--- src/rtl/cond_unit_if.sv ---
// Decoder-to-condition-unit bundle: per-instruction control from the decoder in,
// registered write strobes and the architectural flags out.
interface cond_unit_if;
  // Input side: valid_i marks a decoded instruction in this cycle. There is no
  // ready. stall_i=1 freezes the unit and discards whatever is on the inputs.
  // An instruction is accepted on an edge where valid_i=1 and stall_i=0.
  logic       valid_i;
  logic       stall_i;
  logic [3:0] cond;
  logic [1:0] flagW;
  logic       pcs;
  logic       regW;
  logic       memW;
  logic       noWrite;
  logic [3:0] aluFlags;

  logic       valid_o;
  logic       pcSrc;
  logic       regWrite;
  logic       memWrite;
  logic       condEx;
  logic [3:0] flags;

  modport master (
    output valid_i, stall_i, cond, flagW, pcs, regW, memW, noWrite, aluFlags,
    input  valid_o, pcSrc, regWrite, memWrite, condEx, flags
  );

  modport slave (
    input  valid_i, stall_i, cond, flagW, pcs, regW, memW, noWrite, aluFlags,
    output valid_o, pcSrc, regWrite, memWrite, condEx, flags
  );
endinterface

--- src/rtl/cond_unit.sv ---
// Conditional-execution unit: gates decoder write strobes by the ARM condition
// field and owns the {N,Z,C,V} register. Optional counters: COND_UNIT_PERF_CNT_EN.
module cond_unit #(
  parameter int CNT_WIDTH = 16
) (
  input  logic                 clk,
  input  logic                 reset,
  cond_unit_if.slave           bus,
  input  logic                 perf_clr,
  output logic [CNT_WIDTH-1:0] exec_cnt,
  output logic [CNT_WIDTH-1:0] squash_cnt
);

  logic       valid_q,     valid_d;
  logic       pc_src_q,    pc_src_d;
  logic       reg_write_q, reg_write_d;
  logic       mem_write_q, mem_write_d;
  logic       cond_ex_q,   cond_ex_d;
  logic [3:0] flags_q,     flags_d;

  logic accept;
  logic cond_pass;

  // Evaluated against the registered flags only, so a flag-setting instruction
  // is seen by its successor one cycle later with no bypass from aluFlags.
  function automatic logic eval_cond(input logic [3:0] c, input logic [3:0] f);
    logic n, z, cf, v;
    logic r;
    n  = f[3];
    z  = f[2];
    cf = f[1];
    v  = f[0];
    case (c)
      4'h0:    r = z;
      4'h1:    r = ~z;
      4'h2:    r = cf;
      4'h3:    r = ~cf;
      4'h4:    r = n;
      4'h5:    r = ~n;
      4'h6:    r = v;
      4'h7:    r = ~v;
      4'h8:    r = cf & ~z;
      4'h9:    r = ~cf | z;
      4'hA:    r = (n == v);
      4'hB:    r = (n != v);
      4'hC:    r = ~z & (n == v);
      4'hD:    r = z | (n != v);
      default: r = 1'b1;
    endcase
    return r;
  endfunction

  assign cond_pass = eval_cond(bus.cond, flags_q);
  assign accept    = bus.valid_i & ~bus.stall_i;

  always_comb begin
    valid_d     = valid_q;
    pc_src_d    = pc_src_q;
    reg_write_d = reg_write_q;
    mem_write_d = mem_write_q;
    cond_ex_d   = cond_ex_q;
    flags_d     = flags_q;
    if (!bus.stall_i) begin
      valid_d     = bus.valid_i;
      cond_ex_d   = accept & cond_pass;
      pc_src_d    = accept & cond_pass & bus.pcs;
      reg_write_d = accept & cond_pass & bus.regW & ~bus.noWrite;
      mem_write_d = accept & cond_pass & bus.memW;
      if (accept && cond_pass) begin
        if (bus.flagW[1]) flags_d[3:2] = bus.aluFlags[3:2];
        if (bus.flagW[0]) flags_d[1:0] = bus.aluFlags[1:0];
      end
    end
  end

  always_ff @(posedge clk or negedge reset) begin
    if (!reset) begin
      valid_q     <= 1'b0;
      pc_src_q    <= 1'b0;
      reg_write_q <= 1'b0;
      mem_write_q <= 1'b0;
      cond_ex_q   <= 1'b0;
      flags_q     <= 4'b0000;
    end else begin
      valid_q     <= valid_d;
      pc_src_q    <= pc_src_d;
      reg_write_q <= reg_write_d;
      mem_write_q <= mem_write_d;
      cond_ex_q   <= cond_ex_d;
      flags_q     <= flags_d;
    end
  end

  assign bus.valid_o  = valid_q;
  assign bus.pcSrc    = pc_src_q;
  assign bus.regWrite = reg_write_q;
  assign bus.memWrite = mem_write_q;
  assign bus.condEx   = cond_ex_q;
  assign bus.flags    = flags_q;

`ifdef COND_UNIT_PERF_CNT_EN
  localparam logic [CNT_WIDTH-1:0] CNT_MAX = '1;
  localparam logic [CNT_WIDTH-1:0] CNT_ONE = CNT_WIDTH'(1);

  logic [CNT_WIDTH-1:0] exec_cnt_q,   exec_cnt_d;
  logic [CNT_WIDTH-1:0] squash_cnt_q, squash_cnt_d;

  // Clear wins over a same-cycle increment; both counters stick at all-ones.
  always_comb begin
    exec_cnt_d   = exec_cnt_q;
    squash_cnt_d = squash_cnt_q;
    if (!bus.stall_i) begin
      if (perf_clr) begin
        exec_cnt_d   = '0;
        squash_cnt_d = '0;
      end else if (accept) begin
        if (cond_pass) begin
          if (exec_cnt_q != CNT_MAX) exec_cnt_d = exec_cnt_q + CNT_ONE;
        end else begin
          if (squash_cnt_q != CNT_MAX) squash_cnt_d = squash_cnt_q + CNT_ONE;
        end
      end
    end
  end

  always_ff @(posedge clk or negedge reset) begin
    if (!reset) begin
      exec_cnt_q   <= '0;
      squash_cnt_q <= '0;
    end else begin
      exec_cnt_q   <= exec_cnt_d;
      squash_cnt_q <= squash_cnt_d;
    end
  end

  assign exec_cnt   = exec_cnt_q;
  assign squash_cnt = squash_cnt_q;
`else
  logic unused_perf_clr;
  assign unused_perf_clr = perf_clr;
  assign exec_cnt        = '0;
  assign squash_cnt      = '0;
`endif

endmodule
--- src/flat_wrapper.sv ---
// flat-port wrapper written by rule: the top's interface ports become plain ports
module cond_unit_flat 
#(
  parameter int CNT_WIDTH = 16
)
  (clk, reset, perf_clr, exec_cnt, squash_cnt, bus_valid_i, bus_stall_i, bus_cond, bus_flagW, bus_pcs, bus_regW, bus_memW, bus_noWrite, bus_aluFlags, bus_valid_o, bus_pcSrc, bus_regWrite, bus_memWrite, bus_condEx, bus_flags);
  cond_unit_if bus_i ();
  input  logic clk;
  input  logic reset;
  input  logic perf_clr;
  output logic [CNT_WIDTH-1:0] exec_cnt;
  output logic [CNT_WIDTH-1:0] squash_cnt;
  input wire logic [$bits(bus_i.valid_i)-1:0] bus_valid_i;
  input wire logic [$bits(bus_i.stall_i)-1:0] bus_stall_i;
  input wire logic [$bits(bus_i.cond)-1:0] bus_cond;
  input wire logic [$bits(bus_i.flagW)-1:0] bus_flagW;
  input wire logic [$bits(bus_i.pcs)-1:0] bus_pcs;
  input wire logic [$bits(bus_i.regW)-1:0] bus_regW;
  input wire logic [$bits(bus_i.memW)-1:0] bus_memW;
  input wire logic [$bits(bus_i.noWrite)-1:0] bus_noWrite;
  input wire logic [$bits(bus_i.aluFlags)-1:0] bus_aluFlags;
  output wire logic [$bits(bus_i.valid_o)-1:0] bus_valid_o;
  output wire logic [$bits(bus_i.pcSrc)-1:0] bus_pcSrc;
  output wire logic [$bits(bus_i.regWrite)-1:0] bus_regWrite;
  output wire logic [$bits(bus_i.memWrite)-1:0] bus_memWrite;
  output wire logic [$bits(bus_i.condEx)-1:0] bus_condEx;
  output wire logic [$bits(bus_i.flags)-1:0] bus_flags;
  assign bus_i.valid_i = bus_valid_i;
  assign bus_i.stall_i = bus_stall_i;
  assign bus_i.cond = bus_cond;
  assign bus_i.flagW = bus_flagW;
  assign bus_i.pcs = bus_pcs;
  assign bus_i.regW = bus_regW;
  assign bus_i.memW = bus_memW;
  assign bus_i.noWrite = bus_noWrite;
  assign bus_i.aluFlags = bus_aluFlags;
  assign bus_valid_o = bus_i.valid_o;
  assign bus_pcSrc = bus_i.pcSrc;
  assign bus_regWrite = bus_i.regWrite;
  assign bus_memWrite = bus_i.memWrite;
  assign bus_condEx = bus_i.condEx;
  assign bus_flags = bus_i.flags;
  cond_unit #(.CNT_WIDTH(CNT_WIDTH)) u_core (.clk(clk), .reset(reset), .bus(bus_i), .perf_clr(perf_clr), .exec_cnt(exec_cnt), .squash_cnt(squash_cnt));
endmodule
--- config.mk ---
export PLATFORM = sky130hd
export DESIGN_NAME = cond_unit_flat
export DESIGN_NICKNAME = d
export VERILOG_FILES = /design/src/rtl/cond_unit_if.sv /design/src/rtl/cond_unit.sv /design/src/flat_wrapper.sv
export SDC_FILE = /design/constraint.sdc
export NUM_CORES = 1
export LEC_CHECK = 0
export ABC_AREA = 1
export BUFFER_PORTS_ARGS = -buffer_cell sky130_fd_sc_hd__buf_2
export CAP_MARGIN = 10
export CORE_MARGIN = 3
export CORE_UTILIZATION = 43
export DETAILED_ROUTE_END_ITERATION = 16
export PLACE_DENSITY_LB_ADDON = 0.25
export SYNTH_ARGS = -nofsm -noshare
export SYNTH_HDL_FRONTEND = slang
export SYNTH_SLANG_ARGS = --single-unit
--- constraint.sdc ---
create_clock -name clk -period 4.5 [get_ports clk]
set_clock_uncertainty 0.2 [all_clocks]
set_input_delay 0.9 -clock clk [delete_from_list [all_inputs] [get_ports clk]]
set_output_delay 0.9 -clock clk [all_outputs]
set_load 0.005 [all_outputs]
==> results of run 1 <==
[worst max path at each step]
stage	from	end	slack, ns
global route	bus_cond[1]	u_core.bus.flags[2]	2.48
detailed placement	bus_cond[1]	u_core.bus.condEx	2.33
floorplan	bus_cond[1]	u_core.bus.regWrite	2.58
finish	u_core.bus.flags[2]	bus_flags[2]	2.59
CTS	u_core.bus.flags[0]	bus_flags[0]	2.58
global placement	bus_cond[1]	u_core.bus.regWrite	2.34
[stage by stage]
stage                     utilization [%]  instances  area, sq um  setup slack [ns]
final                                50.2        172          876              2.59
after global routing                 50.2        172          876              2.48
after CTS                            50.2        172          876              2.58
after detailed placement             48.7        168          850              2.33
after global placement               48.7        168          850              2.34
after floorplan                         -        149          928              2.58
[state kept, by name, indices dropped and copies added (netlist names)]
signal               cells
u_core.bus.memWrite      1
u_core.bus.flags         4
u_core.bus.valid_o       1
u_core.bus.regWrite      1
u_core.bus.condEx        1
u_core.bus.pcSrc         1
[cell families (layout without fill, tap and decap cells)]
kind of cell           Yosys count  count (layout)  share of synthesized area (%)
buffers and inverters           43              41                           34.7
and+or+nand+nor                 60              60                           33.3
DFF                              9               9                           27.7
AOI/OAI and AO/OA                5               5                           3.85
other                            1              32                          0.462
[per-layer routing]
metal | up-vias | track usage (%) | share of wire (%)
li1 | 364 | - | -
met1 | 296 | 14.3 | 43
met2 | 31 | 20.5 | 47
met3 | 0 | 2.72 | 9.4
met4 | 0 | 0 | 0
met5 | - | 0 | 0
[Yosys cell counts, drive strengths merged]
library cell / instances / share of area, %
o21ai: 2 / 1.2
nand3: 10 / 7.4
nor2: 5 / 2.6
inv: 10 / 4.6
conb: 1 / 0.46
o211ai: 1 / 0.92
nand2: 41 / 20
dfrtp: 9 / 28
nand4: 4 / 3.1
buf: 32 / 30
clkinv: 1 / 0.46
a21oi: 2 / 1.7
[area by class of cell]
type,count,area share (%)
clock buffers,4,3.00
inverters,11,4.71
multi-input cells,97,48.1
flip-flops and latches,9,25.7
well taps,25,3.57
repair buffers,26,14.9
[where the power goes]
group | leakage (nW) | internal, W | switching, W
logic | 0.425 | 0.0000382 | 0.0000590
clock network | 0.0150 | 0.0000340 | 0.0000248
registers | 0.116 | 0.0000963 | 0.0000157
total | 0.556 | 0.000168 | 0.0000996
==> results.md, run 1 <==
- The clock passes through at most 2 buffers.
- The largest incremental delay on the critical path is 0.42 ns.
- The signal arrival time at the worst endpoint is 0.81 ns.
- The worst hold slack is 0.286 ns.
- The run finished with clean final reports.
- The worst-path cell with the longest stage delay is sky130_fd_sc_hd__dfrtp_1.
- The share of final-layout standard cells stronger than drive strength 1 is 23.8%.
- The signal on the critical path passes through buf_2.
- The global placement routability congestion is 0.833.
- The number of cell instances on the worst register-to-register path is 10.
- The post-layout total power is 0.000268 W.
- The pin count of the biggest net entering global routing is 10.
- Adding up every negative setup slack in the final design gives 0 ns.
- The global router's overall resource usage is 11.3%.
- The yosys synthesis warning count is 0.
- The post-detailed-route wirelength per cell is 8.34 um.
- Summed over all layers, the global routing overflow is 0.
- The count of pins over their slew limit is 0.
- Once detail routing completed, the nets flagged for antenna violations numbered 0.
- After detailed routing, the total wire length is 1440 um.
- The reg-to-reg critical path endpoint is u_core.bus.condEx.
- The die area is 2450 sq um.
- The hold-fix buffer count after cts is 0.
- Counting the buffers created by CTS gives 3.
- The type of the worst setup path is reg -> out.
- The number of H-tree levels is 1.
- The final layout net count is 167.
- The number of setup buffers added after CTS is 0.
- The final period demand of the worst path is 1.91 ns.
- 0 antenna diodes ended up in the layout.
- The leakage power is 0.556 nW.
- The total of fill cells in the finished design is 186.
- The cell area after technology mapping is 812 sq um.
- The capturing element type of the critical path is a primary output.
- The via count of the routed design is 691.
- The initial core utilization is 46.5%.
- The area used by sequential logic in the layout is 225 sq um.
- The peak fanout along the critical path is 4.
- After clock tree synthesis, the clock-pin slew on the worst setup and hold paths is 0.06 ns.
- The kind of launch point of the worst setup path is a register.
- The reported max-cap violation count is 0.
- The path type of the worst min-delay path is in -> async.
- The number of global-route vias before repair is 605.
- The cell sitting at the root of the clock tree is a sky130_fd_sc_hd__clkbuf_4.
- Measured along the y axis, the die boundary spans 49.5 um.
- The buffering stage count on the worst path with inverters included is 1.
- The count of mapped cells out of synthesis is 118.
- The critical path depth in cells is 1.
- The top achievable clock speed is 0.523 GHz.
- The number of antenna violations at the first check in global routing came to 0.
- The peak supply drop is 181 uV.
- The count of instances resized after the clock tree is built is 0.
- In this design, the largest share of critical-path delay is due to flip-flops.
- After synthesis, flip-flops and latches occupy 27.7% of the total area.
- The first global-routing pass estimated 2340 um of wire.
- The count of endpoints failing setup in the final report is 0.
- The first routing iteration left 9 violations.
- The library cell used most frequently in the layout, excluding fill and tap cells, is sky130_fd_sc_hd__nand2_1.
- The via-per-instance ratio is 4.02.
- In this run the core area contains 15 standard-cell rows.
- In this run, synthesis produced a sequential element count of 9.
- Synthesis instantiated 18 different standard cells from the library.
- The detailed-routing iteration count for the pre-antenna-repair pass is 4.
- The final HPWL from detailed placement is 1270 um.
- For this design, the sink count on the clock tree is 9.
- The number of I/O pins is 60.
- The total count of hold-check failures in the final report is 0.
- The area of the core is 1750 sq um.
- After synthesis, the mean cell area works out to 6.88 sq um.
- The floorplan step set the die width to 49.5 um.
- The CTS tree is yes.
- In the routed design, unresolved DRC markers number 0.
- Setup repair after global routing left no endpoint under its margin.
- The setup check on the worst reg-to-reg path leaves a slack of 2.93 ns.
- The multi-input combinational cells in the finished layout cover a total of 422 sq um.
- Relative to the synthesized area, the layout overhead comes to 7.86%.
- Dividing the final minimum period by the clock period gives 42.5%.
- The library cells used most frequently in the layout, excluding fill and tap cells, are sky130_fd_sc_hd__nand2_1, sky130_fd_sc_hd__conb_1, sky130_fd_sc_hd__buf_2.
- Port buffering added 26 buffers.
- STA puts the critical path data required time at 3.40 ns.
- Dividing total power by cell area gives a power density of 306 nW/um^2.
- Clock latency on the worst-skew pair, taken at its later pin, is 0.25 ns.
- In this run the critical register-to-register path is launched from u_core.bus.flags[3].
No activity file was read; power rests on OpenSTA's default activity.
==> inputs of run 2 (changes only) <==
--- a/config.mk
+++ b/config.mk
@@ -5,11 +5,11 @@
 export SDC_FILE = /design/constraint.sdc
 export NUM_CORES = 1
 export LEC_CHECK = 0
-export ABC_AREA = 1
+export ABC_AREA = 0
 export BUFFER_PORTS_ARGS = -buffer_cell sky130_fd_sc_hd__buf_2
 export CAP_MARGIN = 10
 export CORE_MARGIN = 3
-export CORE_UTILIZATION = 43
+export CORE_UTILIZATION = 35
 export DETAILED_ROUTE_END_ITERATION = 16
 export PLACE_DENSITY_LB_ADDON = 0.25
 export SYNTH_ARGS = -nofsm -noshare
==> constraint.sdc (replaced) <==
create_clock -name clk -period 1.67 [get_ports clk]
set_clock_uncertainty 0.2 [all_clocks]
set_input_delay 0.334 -clock clk [delete_from_list [all_inputs] [get_ports clk]]
set_output_delay 0.334 -clock clk [all_outputs]
set_load 0.005 [all_outputs]
==> run 2 against run 1 <==
  * The run now ends with negative setup slack left
  * Clock power grew to 2.7 times the previous value
  * Worst hold slack worse by 0.17 ns
  * Core utilization fell by 4.1 points
  * Flip-flop and latch count unchanged
  * Final area is 5.3% higher
  * Critical endpoint is now u_core.bus.flags[3]
  * Largest cell class unchanged
==> results.md, run 2 <==
- The placed instances occupy a cell area of 856 sq um.
- The number of H-tree levels is 1.
- The path type of the worst min-delay path is in -> reg.
- The global router's overall resource usage is 10.2%.
- The clock tree root buffer cell is sky130_fd_sc_hd__clkbuf_4.
- Static timing analysis puts the maximum clock frequency at 0.476 GHz.
- During I/O placement, the number of pins put on the boundary was 60.
- The peak supply drop is 542 uV.
- Setup repair after global routing could not meet its margin everywhere.
- The routed wire length is 1510 um.
- The total count of hold-check failures in the final report was 0.
- The number of global-route vias before repair came to 506.
- The kind of launch point of the worst setup path is a register.
- The cell area after layout is 922 sq um.
- The final reports fail on negative setup slack.
- The register with the most flip-flops in the layout has 4 of them.
- The TritonCTS sink count is 9.
- In the synthesized netlist, the number of instances is 77.
- Ranked by total cell area, the synthesized netlist is headed by sky130_fd_sc_hd__buf_4, sky130_fd_sc_hd__dfrtp_1, sky130_fd_sc_hd__mux2_2.
- The cell area after technology mapping is 753 sq um.
- The type of the worst setup path is reg -> reg.
- Buffers added to address setup during post-CTS repair amount to 0.
- Among all flip-flop cells after synthesis, the most frequent one is sky130_fd_sc_hd__dfrtp_1.
- The post-synthesis cell type count is 26.
- The repair_antennas step left the layout with diodes totalling 0.
- Measured on the finished design, the core utilization comes to 46.1%.
- Measured along the x axis, the die boundary spans 52.4 um.
- The number of antenna violations at the first check in global routing is 0.
- The switching power share of the total is 35.5%.
- The clock slew seen by the registers of the worst setup and hold paths is 0.06 ns.
- Detailed placement finished with a half-perimeter wire length of 1230 um.
- The first detailed-routing pass took 4 iterations.
- The internal power contribution is 0.000640 W.
- The sequential power share is 34.1%.
- After layout, the minimum clock period comes to 2.10 ns.
- STA puts the critical path data arrival time at 2.03 ns.
- The global placement routability congestion is 0.748.
- The net load switching power is 0.000353 W.
- The final setup slack of the worst path is -0.429 ns.
- The share of total power dissipated in the clock network is 15.9%.
- The logic gate share of total power is 50.0%.
- The portion of the post-synthesis area used by sequential elements is 29.9%.
- The share of the synthesized area in the top cell type is 31.9%.
- Measured along the y axis, the die boundary spans 52.4 um.
- The number of DRC markers in iteration 0 is 10.
- The endpoint identified for the worst register-to-register timing path is u_core.bus.flags[3].
- The launch instance of the worst register-to-register path is u_core.bus.flags[0].
- The pin count of the biggest net entering global routing is 10.
- The latest clock arrival within the worst-skew pair is 0.25 ns.
- In this run the most critical hold path is launched from bus_aluFlags[0].
- For this block, the via count after detailed routing is 603.
- After floorplanning, the core was divided into 16 placement rows.
- The number of remaining DRC errors is 0.
- After synthesis, the share of flip-flops with an asynchronous set or reset is 100%.
- For this design the ratio of total power to cell area is 1080 nW/um^2.
- The critical path goes through xor2_1, or4_4, a311oi_4, o311ai_2, mux2_2.
- Counting flops with a built-in enable in the synthesized netlist gives 0.
- Yosys printed 0 warnings.
- The count of pins over their slew limit is 0.
- The capturing element type of the critical path is a register.
- Once detail routing completed, the nets flagged for antenna violations numbered 0.
- The data required time of the critical path is 1.60 ns.
- The net count of the finished layout is 135.
- Input and output buffers added on the ports amount to 26.
- Counting the buffers created by CTS gives 3.
- After detailed routing, the number of vias per cell comes to 4.25.
- The peak fanout along the critical path is 3.
- The count of endpoints failing setup in the final report is 8.
- The reported max-cap violation count is 0.
- In this run the standard cell core region covers 2000 sq um.
- For hold timing, the worst endpoint is u_core.bus.flags[0].
- The finished layout holds 142 standard cells, fillers aside.
- Leaving out fill and tap cells, the most frequent cells in the layout are sky130_fd_sc_hd__conb_1, sky130_fd_sc_hd__buf_2, sky130_fd_sc_hd__buf_4, sky130_fd_sc_hd__dfrtp_1, sky130_fd_sc_hd__mux2_2.
- The final cycle utilization of the critical path is 126%.
- For flop-to-flop paths, the worst setup slack is -0.43 ns.
- The buffer levels on the longest clock path is 2.
- Summed over all layers, the global routing overflow is 0.
- The largest incremental delay on the critical path is 0.44 ns.
- The CTS tree is yes.
- Relative to the synthesized area, the layout overhead comes to 22.4%.
- The filler cells instantiated in the layout total 207.
- The library cell with the largest summed area after synthesis is sky130_fd_sc_hd__buf_4.
- The worst slew slack as a fraction of its limit is 65.8%.
- The initial core utilization is 37.6%.
- Of the cells placed in the final design, the portion with a size suffix greater than 1 is 40.0%.
- In the post-synthesis netlist, the cell with the most instances is sky130_fd_sc_hd__buf_4.
- The run finished, with violations left.
- Dividing the detail-routed wire length by the instance count gives 10.6 um.
- The first global-routing pass estimated 2110 um of wire.
- The die covers 2740 sq um.
- The worst-path cell with the longest stage delay is sky130_fd_sc_hd__or4_4.
- The flip-flop and latch count after synthesis is 9.
- The leakage power is 0.493 nW.
- The worst register-to-register path has a depth of 5.
- Leaving out fill and tap cells, the most frequent cell in the layout is sky130_fd_sc_hd__conb_1.
- The critical path starts at u_core.bus.flags[0].
- The number of placed instances, taps included is 137.
- Counting instances in the post-synthesis netlist gives the leading cell types as sky130_fd_sc_hd__buf_4, sky130_fd_sc_hd__dfrtp_1, sky130_fd_sc_hd__mux2_2.
- At the pin with the least slew margin, the transition time is 0.512 ns.
- The number of cells on the worst hold path is 2.
- The average instance area after synthesis is 9.78 sq um.
run 2: changes by cell type in the layout (fill, tap and decap cells not counted), sizes merged, moves of 4 or more:
| cell | before | now |
|---|---|---|
| nand2 | 41 | 1 |
| mux2 | 0 | 4 |
| buf | 26 | 35 |
| nand3 | 10 | 0 |
| inv | 10 | 1 |
| nor2 | 5 | 1 |
| nand4 | 4 | 0 |
run 2: cell families (layout without fill, tap and decap cells):
family,Yosys count,count (layout),share of synthesized area (%)
AOI/OAI and AO/OA,13,13,15.4
xor gates and xnor gates,5,5,5.82
buffers and inverters,34,41,33.1
DFF,9,9,29.9
muxes,5,5,7.31
other,1,32,0.498
and+or+nand+nor,10,10,7.97
run 2: cell type report:
class | count | area, sq um | area share [%]
inverters | 1 | 3.75 | 0.407
multi-input cells | 65 | 425 | 46.1
clock buffers | 4 | 26.3 | 2.85
repair buffers | 36 | 208 | 22.5
flip-flops and latches | 9 | 225 | 24.4
well taps | 27 | 33.8 | 3.66
run 2: per-layer routing:
layer | part of all wire [%] | wire [um] | track usage (%) | up-vias
li1 | - | - | - | 287
met1 | 38 | 574 | 13.3 | 281
met2 | 52 | 792 | 17.1 | 35
met3 | 9.5 | 144 | 0.855 | 0
met4 | 0 | 0 | 3.83 | 0
met5 | 0 | 0 | 0 | -
run 2: stage by stage:
stage	setup slack (ns)	setup TNS [ns]	total power, W	hold WS (ns)
CTS	-0.462	-3.12	0.000976	0.109
global route	-0.509	-3.72	0.00108	0.110
finish	-0.429	-3.08	0.000993	0.116
global placement	-0.457	-3.08	0.000800	-0.00618
floorplan	-0.346	-2.31	0.000637	-0.162
detailed placement	-0.503	-3.41	0.000807	-0.00606
run 2: power by group through the flow:
| stage | combinational (W) | clock (W) | sequential (W) |
|---|---|---|---|
| after CTS | 0.000470 | 0.000168 | 0.000338 |
| final | 0.000497 | 0.000158 | 0.000338 |
| after global placement | 0.000459 | 0 | 0.000341 |
| after detailed placement | 0.000466 | 0 | 0.000342 |
| after floorplan | 0.000277 | 0 | 0.000360 |
| after global routing | 0.000552 | 0.000181 | 0.000348 |
run 2: worst max-delay path: cells and delay by family, from the launching register on:
| family | cells | cell delay [ns] |
|---|---|---|
| AOI/OAI and AO/OA | 2 | 0.46 |
| xor gates and xnor gates | 1 | 0.18 |
| and+or+nand+nor | 1 | 0.44 |
| DFF | 1 | 0.40 |
| muxes | 1 | 0.30 |
run 2: how the worst max path moves through the flow:
| stage | end | slack (ns) |
|---|---|---|
| 2_1_floorplan | u_core.bus.flags[0] | -0.35 |
| 3_3_place_gp | u_core.bus.flags[3] | -0.46 |
| 3_5_place_dp | u_core.bus.flags[3] | -0.50 |
| 4_1_cts | u_core.bus.flags[3] | -0.46 |
| 5_1_grt | u_core.bus.flags[3] | -0.51 |
| 6_report | u_core.bus.flags[3] | -0.43 |
run 2: timing repair:
item	4_1_cts	5_1_grt
hold endpoints to repair	9	0
endpoints found under the setup margin	8	8
gates resized for setup	0	4
hold buffers	1	0
==> inputs of run 3 (changes only) <==
--- a/config.mk
+++ b/config.mk
@@ -8,8 +8,8 @@
 export ABC_AREA = 0
 export BUFFER_PORTS_ARGS = -buffer_cell sky130_fd_sc_hd__buf_2
 export CAP_MARGIN = 10
-export CORE_MARGIN = 3
-export CORE_UTILIZATION = 35
+export CORE_MARGIN = 2
+export CORE_UTILIZATION = 38
 export DETAILED_ROUTE_END_ITERATION = 16
 export PLACE_DENSITY_LB_ADDON = 0.25
 export SYNTH_ARGS = -nofsm -noshare
==> constraint.sdc (replaced) <==
create_clock -name clk -period 2 [get_ports clk]
set_clock_uncertainty 0.2 [all_clocks]
set_input_delay 0.4 -clock clk [delete_from_list [all_inputs] [get_ports clk]]
set_output_delay 0.4 -clock clk [all_outputs]
set_load 0.005 [all_outputs]
==> run 3 against run 2 <==
  * Combinational power is 9.9% lower
  * Sequential power is 17% lower
  * Cell count rose by 1.4%
  * Sequential share of layout area down 0.99 points
  * Maximum frequency grew 2.2%
  * Final area is 4.2% higher
  * Wire length down 3.0%
  * Core utilization increased by 3.9 points
  * Largest cell class unchanged
  * Power is 13% lower
  * Clock power fell by 15%
  * The flow still finishes with violations (negative setup slack)
==> results.md, run 3 (synthesis results as in run 2) <==
- The flow ran to the end, but the final reports show violations.
- The final reports fail on negative setup slack.
- The path type of the worst min-delay path is in -> reg.
- The launch instance of the worst register-to-register path is u_core.bus.flags[3].
- The count of endpoints failing setup in the final report is 4.
- The critical path in this run is classified as reg -> reg.
- Port buffering added 26 buffers.
- Of the total power, the clock network draws 15.6%.
- Dividing the detail-routed wire length by the instance count gives 10.2 um.
- Combinational logic burns 51.9% of the power.
- Once routing completed, OpenROAD measured the worst setup slack at -0.0533 ns.
- The total count of hold-check failures in the final report is 0.
- Dividing the detail-routed via count by the number of cells gives 4.15.
- The HPWL after detailed placement is 1210 um.
- For this run, the share of the core covered by cells in the final layout is 50.0%.
- For the final routed database, the setup TNS stands at -0.212 ns.
- Of the available clock period, the critical path in the final layout requires 103%.
- Power spread over the standard cell area amounts to 897 nW/um^2.
- The die area is 2350 sq um.
- The count of pins over their slew limit is 0.
- The latest clock arrival within the worst-skew pair is 0.25 ns.
- The minimum setup slack after placement is -0.229 ns.
- The area used by sequential logic in the layout is 225 sq um.
- For this run, design rule violations remaining after detail routing come to 0.
- In this run the static leakage power is 0.509 nW.
- The reg-to-reg critical path endpoint is u_core.bus.flags[3].
- The total of fill cells in the finished design is 203.
- Derived from the worst setup path, the maximum achievable clock frequency is 0.487 GHz.
- The reg2reg setup slack is -0.05 ns.
- Setup repair after global routing could not meet its margin everywhere.
- The number of antenna violations at the first check in global routing is 0.
- The cell area after placement is 886 sq um.
- The area of the core is 1920 sq um.
- The number of flip-flops in the largest register is 4.
- The CTS tree is yes.
- The total CTS buffers is 3.
- The internal power contribution is 0.000558 W.
- The terminating pin of the worst hold path is u_core.bus.flags[1].
- For the worst setup path, the data arrival time is 1.99 ns.
- The worst-case IR drop observed on VDD is 498 uV.
- No sink is reached through more buffers than the 2 on the longest clock path.
- The die is 48.5 um wide.
- The number of DRC markers in iteration 0 is 2.
- The number of setup buffers added after CTS is 0.
- Of the cells placed in the final design, the portion with a size suffix greater than 1 is 44.4%.
- The pin count of the biggest net entering global routing is 10.
- The worst path in the final design needs a cycle of 2.05 ns, including I/O delays and setup.
- Global routing used 12.1% of the available tracks.
- For this block, the via count after detailed routing is 597.
- In the layout the commonest cells are sky130_fd_sc_hd__conb_1, sky130_fd_sc_hd__buf_2, sky130_fd_sc_hd__buf_4.
- In this run the number of H-tree levels came out at 1.
- Clock-pin slew was measured on the worst setup and hold paths at 0.06 ns.
- The detailed-routing iteration count for the pre-antenna-repair pass is 4.
- The global placement routability congestion is 0.790.
- The cell row count is 16.
- From bottom edge to top edge, the die measures 48.5 um.
- CTS placed an instance of sky130_fd_sc_hd__clkbuf_4 at the clock tree root.
- In the final design database the tool counted 137 nets.
- The leading cell type in the layout, fill and taps excluded is sky130_fd_sc_hd__conb_1.
- The number of global-route vias before repair is 561.
- The switching power share of the total is 35.3%.
- STA classifies the critical path startpoint as a register.
- The wire length of the first global-routing pass is 2280 um.
- 0 antenna diodes ended up in the layout.
- The peak fanout along the critical path is 3.
- STA puts the critical path data required time at 1.94 ns.
- Relative to the synthesized area, the layout overhead comes to 27.6%.
- Summing all multi-input logic gate instances after layout gives 449 sq um.
- Hold timing on the final database bottoms out at a slack of 0.178 ns.
- For the worst flop-to-flop path, the logic depth is 5.
- For this design the total switching power over the nets is 0.000304 W.
- The startpoint of the tightest hold check path is bus_aluFlags[1].
- Registers are responsible for 32.5% of the overall power.
- The number of I/O pins is 60.
- Once detail routing completed, the nets flagged for antenna violations numbered 0.
- Across the run, the number of max-cap violations was 0.
- The routed wire length is 1470 um.
- The total global routing overflow is 0.
- The clock net in this run drives a total of 9 sinks.
- The number of cells on the worst hold path is 2.
- After routing the design area is 961 sq um.
- For this configuration, the core starts out at a cell density of 39.2%.
- The capturing element type of the critical path is a register.
==> run 3: cell count changes in the layout (fill, tap and decap cells not counted) <==
cell / delta
sky130_fd_sc_hd__a21boi_1: -1
sky130_fd_sc_hd__o21ai_0: -1
sky130_fd_sc_hd__xnor2_2: +1
sky130_fd_sc_hd__o32ai_1: -1
sky130_fd_sc_hd__a21boi_2: +1
sky130_fd_sc_hd__o21ai_1: +1
sky130_fd_sc_hd__or3_4: +1
sky130_fd_sc_hd__or3_1: -1
sky130_fd_sc_hd__xnor2_1: -1
sky130_fd_sc_hd__o32ai_2: +1
sky130_fd_sc_hd__buf_4: +2
==> run 3: worst max-delay path, stage by stage (launching register included) <==
cell,delay (ns)
sky130_fd_sc_hd__dfrtp_1,0.38
sky130_fd_sc_hd__xor2_1,0.17
sky130_fd_sc_hd__or4_4,0.43
sky130_fd_sc_hd__a311oi_4,0.30
sky130_fd_sc_hd__o311ai_2,0.16
sky130_fd_sc_hd__mux2_2,0.29
==> run 3: cell type report <==
cell class	count	area share, %
multi-input combinational	65	46.7
sequential	9	23.4
timing repair buffer	38	23.2
tap	27	3.52
clock buffer	4	2.73
inverter	1	0.391
==> run 3: per-layer routing <==
layer | vias to the layer above | global-route usage, % | part of all wire [%]
li1 | 286 | - | -
met1 | 276 | 13.8 | 38
met5 | - | 0 | 0
met2 | 35 | 21.5 | 53
met3 | 0 | 3.09 | 8.1
met4 | 0 | 4.76 | 0
==> run 3: stage by stage <==
step,std cells,power (W)
final,144,0.000862
after global routing,144,0.000935
after CTS,144,0.000825
after detailed placement,139,0.000684
after global placement,139,0.000676
after floorplan,108,0.000539
==> run 3: what timing repair did <==
item,CTS,global route
gates resized for setup,0,7
endpoints found under the hold margin,9,0
setup endpoints to repair,8,8
pin swaps,0,6
hold buffers,1,0
==> run 3: how the worst max path moves through the flow <==
stage / start / end / slack [ns] / depth (start not counted)
finish: u_core.bus.flags[3] / u_core.bus.flags[3] / -0.05 / 5
global route: u_core.bus.flags[3] / u_core.bus.flags[1] / -0.15 / 5
CTS: u_core.bus.flags[3] / u_core.bus.flags[0] / -0.10 / 5
detailed placement: bus_cond[3] / u_core.bus.flags[0] / -0.23 / 6
global placement: bus_cond[2] / u_core.bus.flags[0] / -0.22 / 6
floorplan: u_core.bus.flags[0] / u_core.bus.flags[0] / -0.06 / 5
==> run 3: power groups by stage <==
| stage | clock (W) | combinational [W] | sequential [W] |
|---|---|---|---|
| 6_report | 0.000134 | 0.000448 | 0.000280 |
| 5_1_grt | 0.000155 | 0.000491 | 0.000289 |
| 4_1_cts | 0.000143 | 0.000401 | 0.000281 |
| 3_5_place_dp | 0 | 0.000399 | 0.000284 |
| 3_3_place_gp | 0 | 0.000391 | 0.000284 |
| 2_1_floorplan | 0 | 0.000238 | 0.000301 |
